### config.mk
export PLATFORM = sky130hd
export DESIGN_NAME = prime_stream_reader
export DESIGN_NICKNAME = d
export VERILOG_FILES = /design/src/rtl/prime_sieve_pkg.sv /design/src/rtl/prime_remaining_detect.sv /design/src/rtl/prime_stream_reader.sv
export SDC_FILE = /design/constraint.sdc
export NUM_CORES = 1
export LEC_CHECK = 0
export BUFFER_PORTS_ARGS = -buffer_cell sky130_fd_sc_hd__buf_2
export CORE_ASPECT_RATIO = 0.5
export CORE_MARGIN = 5
export CORE_UTILIZATION = 25
export CTS_CLUSTER_SIZE = 28
export DETAILED_ROUTE_END_ITERATION = 10
export GPL_ROUTABILITY_DRIVEN = 0
export MAX_ROUTING_LAYER = met4
export PLACE_DENSITY_LB_ADDON = 0.2
export SKIP_LAST_GASP = 1
export SLEW_MARGIN = 5
export SYNTH_ARGS = -nofsm -noshare
export SYNTH_HDL_FRONTEND = slang
export SYNTH_HIERARCHICAL = 1
export SYNTH_SLANG_ARGS = --single-unit
### constraint.sdc
create_clock -name clock -period 7.58 [get_ports clock]
set_clock_uncertainty 0.15 [all_clocks]
set_input_delay 0.379 -clock clock [delete_from_list [all_inputs] [get_ports clock]]
set_output_delay 0.379 -clock clock [all_outputs]
set_load 0.1 [all_outputs]
### src/rtl/prime_sieve_pkg.sv
// Shared types and sizing for the prime sieve result path.
// Latency: n/a (declarations only).
// Backpressure: n/a.
package prime_sieve_pkg;

    // Highest index of the default composite-flag vector
    localparam int N_MAX_DEFAULT = 100;

    // Bits needed to hold any index 0..n_max
    function automatic int idx_width(input int n_max);
        return $clog2(n_max + 1);
    endfunction

    localparam int IDX_W_DEFAULT = idx_width(N_MAX_DEFAULT);

    // Reader FSM states
    typedef enum logic [1:0] {
        PSR_IDLE,
        PSR_SCAN,
        PSR_EMIT,
        PSR_DONE
    } psr_state_t;

    // Composite-flag vector at the default size (bit i = 1 -> i is not prime)
    typedef logic [N_MAX_DEFAULT:0] psr_flags_t;

endpackage

### src/rtl/prime_remaining_detect.sv
// Flags whether any prime (zero flag bit) lies strictly above the current index.
// Latency: combinational.
// Backpressure: none; pure function of its inputs.
module prime_remaining_detect
    import prime_sieve_pkg::*;
#(
    parameter int N_MAX = N_MAX_DEFAULT,
    parameter int IDX_W = idx_width(N_MAX)
) (
    input  logic [N_MAX:0]   snapshot,
    input  logic [IDX_W-1:0] out_prime,
    output logic             any_above
);

    // OR of the inverted flags at indices above out_prime
    always_comb begin
        any_above = 1'b0;
        for (int i = 0; i <= N_MAX; i++) begin
            if (i > int'(out_prime)) begin
                any_above = any_above | ~snapshot[i];
            end
        end
    end

endmodule

### src/rtl/prime_stream_reader.sv
// Snapshots the sieve's composite flags and streams prime indices ascending (optional PRIME_STREAM_COUNT_EN adds prime_count).
// Latency: first prime (2) valid 3 edges after capture; next prime p' valid (p'-p) edges after transfer of p.
// Backpressure: out_valid/out_prime/out_last held stable until out_ready; scanning pauses while a prime waits.
module prime_stream_reader
    import prime_sieve_pkg::*;
#(
    parameter int N_MAX = N_MAX_DEFAULT,
    parameter int IDX_W = idx_width(N_MAX)
) (
    input  logic             clock,
    input  logic             reset,
    input  logic             sieve_done,
    input  logic [N_MAX:0]   composite_flags,
    output logic             out_valid,
    input  logic             out_ready,
    output logic [IDX_W-1:0] out_prime,
    output logic             out_last,
    output logic             all_sent,
    output logic             busy
`ifdef PRIME_STREAM_COUNT_EN
    ,
    output logic [IDX_W-1:0] prime_count
`endif
);

    localparam logic [IDX_W-1:0] IDX_LAST = IDX_W'(N_MAX);

    psr_state_t       state_q;
    logic [N_MAX:0]   snapshot_q;
    logic [IDX_W-1:0] scan_idx_q;
    logic [IDX_W-1:0] out_prime_q;
    logic             out_valid_q;
    logic             all_sent_q;
    logic             busy_q;

    logic             any_above;
    logic             scan_flag;
    logic             scan_at_end;
    logic             xfer;
    logic             last_w;
    logic [IDX_W-1:0] scan_idx_d;
    logic [IDX_W-1:0] resume_idx_d;

    // Any prime left above the one currently offered?
    prime_remaining_detect #(
        .N_MAX (N_MAX),
        .IDX_W (IDX_W)
    ) u_remaining (
        .snapshot  (snapshot_q),
        .out_prime (out_prime_q),
        .any_above (any_above)
    );

    assign scan_flag    = snapshot_q[scan_idx_q];
    assign scan_at_end  = (scan_idx_q == IDX_LAST);
    assign xfer         = out_valid_q & out_ready;
    assign last_w       = out_valid_q & ~any_above;
    // Only consumed when out_prime_q < N_MAX, so the increment never wraps in use
    assign scan_idx_d   = scan_idx_q + IDX_W'(1);
    assign resume_idx_d = out_prime_q + IDX_W'(1);

    // Reader FSM: capture, scan one index per cycle, offer primes, park in DONE until done drops
    always_ff @(posedge clock) begin
        if (reset) begin
            state_q     <= PSR_IDLE;
            snapshot_q  <= '1;
            scan_idx_q  <= '0;
            out_prime_q <= '0;
            out_valid_q <= 1'b0;
            all_sent_q  <= 1'b0;
            busy_q      <= 1'b0;
        end else begin
            case (state_q)
                PSR_IDLE: begin
                    if (sieve_done) begin
                        snapshot_q <= composite_flags;
                        scan_idx_q <= '0;
                        busy_q     <= 1'b1;
                        state_q    <= PSR_SCAN;
                    end
                end
                PSR_SCAN: begin
                    if (!scan_flag) begin
                        out_prime_q <= scan_idx_q;
                        out_valid_q <= 1'b1;
                        state_q     <= PSR_EMIT;
                    end else if (scan_at_end) begin
                        busy_q     <= 1'b0;
                        all_sent_q <= 1'b1;
                        state_q    <= PSR_DONE;
                    end else begin
                        scan_idx_q <= scan_idx_d;
                    end
                end
                PSR_EMIT: begin
                    if (xfer) begin
                        out_valid_q <= 1'b0;
                        if ((out_prime_q == IDX_LAST) || last_w) begin
                            busy_q     <= 1'b0;
                            all_sent_q <= 1'b1;
                            state_q    <= PSR_DONE;
                        end else begin
                            scan_idx_q <= resume_idx_d;
                            state_q    <= PSR_SCAN;
                        end
                    end
                end
                PSR_DONE: begin
                    // Holding sieve_done high keeps the old result; a fresh rise is needed to re-capture
                    if (!sieve_done) begin
                        all_sent_q <= 1'b0;
                        state_q    <= PSR_IDLE;
                    end
                end
                default: begin
                    state_q <= PSR_IDLE;
                end
            endcase
        end
    end

`ifdef PRIME_STREAM_COUNT_EN
    logic [IDX_W-1:0] count_q;

    // Accepted-transfer counter, cleared on each new capture
    always_ff @(posedge clock) begin
        if (reset) begin
            count_q <= '0;
        end else if ((state_q == PSR_IDLE) && sieve_done) begin
            count_q <= '0;
        end else if (xfer) begin
            count_q <= count_q + IDX_W'(1);
        end
    end

    assign prime_count = count_q;
`endif

    assign out_valid = out_valid_q;
    assign out_prime = out_prime_q;
    assign out_last  = last_w;
    assign all_sent  = all_sent_q;
    assign busy      = busy_q;

endmodule

==> summary.md <==
| Metric | Value |
|---|---|
| IO buf count | `approximately 120` |
| Net Sw Power | `1.05 mW` |
| Combinational power share | `around a third` |
| Rel. slew slack | `between 20% and 30%` |
| CTS buffer count | `17` |
| Total grt overflow | `0` |
| Complex-gate fraction of the synthesized area | `a little over a quarter` |
| Sw frac | `36.6%` |
| Startpoint types | `register` |
| Max_cap viols | `0` |
| Period utilization | `between 60% and 70%` |
| Largest net degree at the start of global routing | `just over 100` |
| Internal | `1.82 mW` |
| Top Ports | `~120` |
| Number of setup buffers added after CTS | `0` |
| RR Endpoint | `scan_idx_q[3]` |
| Vias | `7605` |
| CP max FO | `34` |
| Cells after DPL | `between 1k and 1.5k` |
| Max clock buf depth | `2` |
| Mapped Nets | `between 900 and 1k` |
| Synthesized flop and latch total | `120` |
| CTS sink cnt | `120` |
| Post-place instance area | `around 8500 um^2` |
| Area grow syn2layout | `18.2%` |
| Core Util, Final | `a little under a third` |
| Multiplexer area fraction after synthesis | `11.5%` |
| Final hold vios | `0` |
| Sequential share of power | `a little over a third` |
| Peak supply drop | `between 0.1 and 0.15 mV` |
| TritonRoute pass-1 iters | `6` |
| Initial detailed-routing violation count | `870` |
| Adder and majority cell fraction of the synthesized area | `less than 1%` |
| Final std cells w/o fill | `between 1k and 1.5k` |
| Final net count | `1024` |
| Synth Cell Area | `7750 um^2` |
| Reg2Reg Depth | `13` |
| Tmin final | `about 4800 ps` |
| Async S/R FF share, synth | `0%` |
| Post-DP HPWL | `21700 um` |
| Commonest non-fill, non-tap cell in the layout | `dfxtp_1` |
| Initial antenna violation count | `3` |
| Worst setup path start | `out_prime[3]` |
| Clock Latency Late Sink | `roughly 430 ps` |
| Initial Util | `between 20% and 30%` |
| Pleak | `3.95 nW` |
| Xor/xnor cell area share of the yosys netlist | `less than 1%` |
| H-tree levels | `4` |
| Layout cells sized above 1 | `a little over a fifth` |
| Vias in the first global route | `roughly 7.3k` |
| HP Class | `input pin to register` |
| Hold slack final | `114 ps` |
| FP Rows | `45` |
| Post-Synthesis Cells | `roughly 860` |
| CP required | `between 7000 and 8000 ps` |
| Core Area | `roughly 30000 um^2` |
| Total GRT Usage | `17.5%` |
| Routed Antenna Nets | `0` |
| Hold buffer count at cts | `0` |
| Largest family of logic cells by synthesized area | `compound AO/OA/AOI/OAI gates` |
| Clk slew on worst S/H paths | `60 ps` |
| CP arrival | `~4200 ps` |
| Routed wire length | `between 30000 and 40000 um` |
| TritonCTS clock tree | `yes` |
| Worst Tran Pin Value | `roughly 1200 ps` |
| Main synth FF type | `dfxtp_1` |
| CP endpoint kind | `primary output` |
| DRC violations left | `0` |
| Die width | `approximately 260 um` |
| Seq/Total Area, Yosys | `a little under a third` |
| Root Driver | `clkbuf_16` |
| Die height | `about 130 um` |
| Resize count post-CTS | `0` |
| Die area | `about 35000 um^2` |
| Run status | `complete, no violations` |
| First-pass GRT wire length | `45900 um` |
| RSZ-0062 raised after global routing | `no` |
| Launching point of the worst reg2reg path | `out_prime[3]` |
| Clock power share | `between 30% and 40%` |
| Fin area | `between 9000 and 10000 um^2` |
| Critical Path Sink | `out_last` |
| Synthesized area per cell | `approximately 9.0 um^2` |
| Wire per inst | `roughly 22 um` |
| Setup violators final | `0` |
| Distinct cells, synth | `80` |
| Post-synth EDFFs | `0` |
| Via density | `about 5.6` |
| WS Path Type | `register to primary output` |
| Total negative setup slack | `0 ps` |
| Worst reg-to-reg setup slack | `about 3100 ps` |
| Max Fclk | `210 MHz` |
| Post-synthesis simple-gate area fraction | `around 22%` |
| Synth warn | `6` |
| Commonest cells after routing, fill and taps aside | `dfxtp_1 (120), buf_2 (114), and3_1 (108)` |
| Power density cells | `approximately 310 nW/um^2` |
| Final Max Tran Viols | `0` |
| Fill cells | `roughly 3.2k` |
-- cells in the mapped netlist (all sizes together), types with 6 or more instances --
| cell | n | area [um^2] |
|---|---|---|
| nand3 | 12 | 60.1 |
| a21oi | 41 | 205 |
| buf | 38 | 245 |
| inv | 9 | 33.8 |
| clkbuf | 57 | 214 |
| a221oi | 9 | 78.8 |
| a31oi | 14 | 87.6 |
| a2111oi | 6 | 53.8 |
| a211oi | 12 | 95.1 |
| nor2b | 10 | 62.6 |
| a211o | 105 | 920 |
| a22oi | 8 | 60.1 |
| nand2 | 33 | 124 |
| and3 | 110 | 698 |
| mux2 | 6 | 67.6 |
| and2 | 9 | 56.3 |
| nor2 | 40 | 150 |
| dfxtp | 120 | 2400 |
| a21o | 9 | 67.6 |
| mux4 | 22 | 541 |
| o221ai | 6 | 52.6 |
| nor4 | 10 | 75.1 |
| o21ai | 25 | 125 |
| mux2i | 28 | 280 |
| nand2b | 12 | 75.1 |
| nand4 | 6 | 37.5 |
| nor3 | 13 | 65.1 |
-- cell type report --
cell class / instances / area [um^2] / area share [%]
Antenna cell: 3 / 7.51 / 0.0819
Timing Repair Buffer: 129 / 683 / 7.46
Multi-Input combinational cell: 637 / 4870 / 53.1
Clock buffer: 21 / 470 / 5.13
Inverter: 9 / 33.8 / 0.369
Tap cell: 423 / 529 / 5.78
Clock inverter: 11 / 170 / 1.86
Sequential cell: 120 / 2400 / 26.2
-- cell families after synthesis --
logic type	after synthesis
flip-flops	120
multiplexers	56
adder cells (fa/ha/maj)	5
AND/OR/NAND/NOR	291
XOR/XNOR	5
buffers and inverters	104
AO/OA/AOI/OAI	280
-- worst min path at each step --
stage	slack [ps]	depth (start not counted)	end	from
after floorplan	280	1	snapshot_q[0]	snapshot_q[0]
after global placement	300	1	snapshot_q[0]	snapshot_q[0]
after detailed placement	300	1	snapshot_q[0]	snapshot_q[0]
after CTS	100	3	snapshot_q[34]	composite_flags[34]
after global routing	120	3	snapshot_q[41]	composite_flags[41]
final	110	3	snapshot_q[34]	composite_flags[34]
-- metrics by stage --
| stage | power (mW) | setup WS (ps) |
|---|---|---|
| 2_1_floorplan | 1.68 | 2540 |
| 3_3_place_gp | 1.99 | 3510 |
| 3_5_place_dp | 2.00 | 3350 |
| 4_1_cts | 2.88 | 3010 |
| 5_1_grt | 3.03 | 2640 |
| 6_report | 2.88 | 2820 |
-- sequential cells by signal, summed over array words and instances, names as in the netlist --
register,flops
scan_idx_q,7
snapshot_q,101
busy,1
out_prime,7
out_valid,1
all_sent,1
state_q,2
-- per-layer routing --
metal	GRT usage, %	share of wire [%]	wire length (um)	vias to the layer above
li1	-	-	-	3476
met3	4.63	8.3	2510	51
met2	24.1	41	12400	365
met1	24.8	48	14400	3713
met5	-	0	0	-
met4	5.25	2.4	728	0
-- critical path, cell delays in order (launching register included) --
cell and delay, ps:
dfxtp_1 520, buf_4 360, nor4b_1 830, a211oi_1 190
a2111oi_0 400, nand4_1 170, nor4_1 450, nand4_1 230
nor2_1 170, buf_2 450
-- power by group through the flow --
stage,Clock [mW],Combinational (mW),Sequential (mW)
after floorplan,0,0.745,0.938
after global placement,0,0.991,1.00
after detailed placement,0,0.992,1.00
after CTS,0.893,0.999,0.992
after global routing,0.923,1.09,1.01
final,0.876,1.00,0.997
Note: power is estimated with default switching activity, not from simulation.
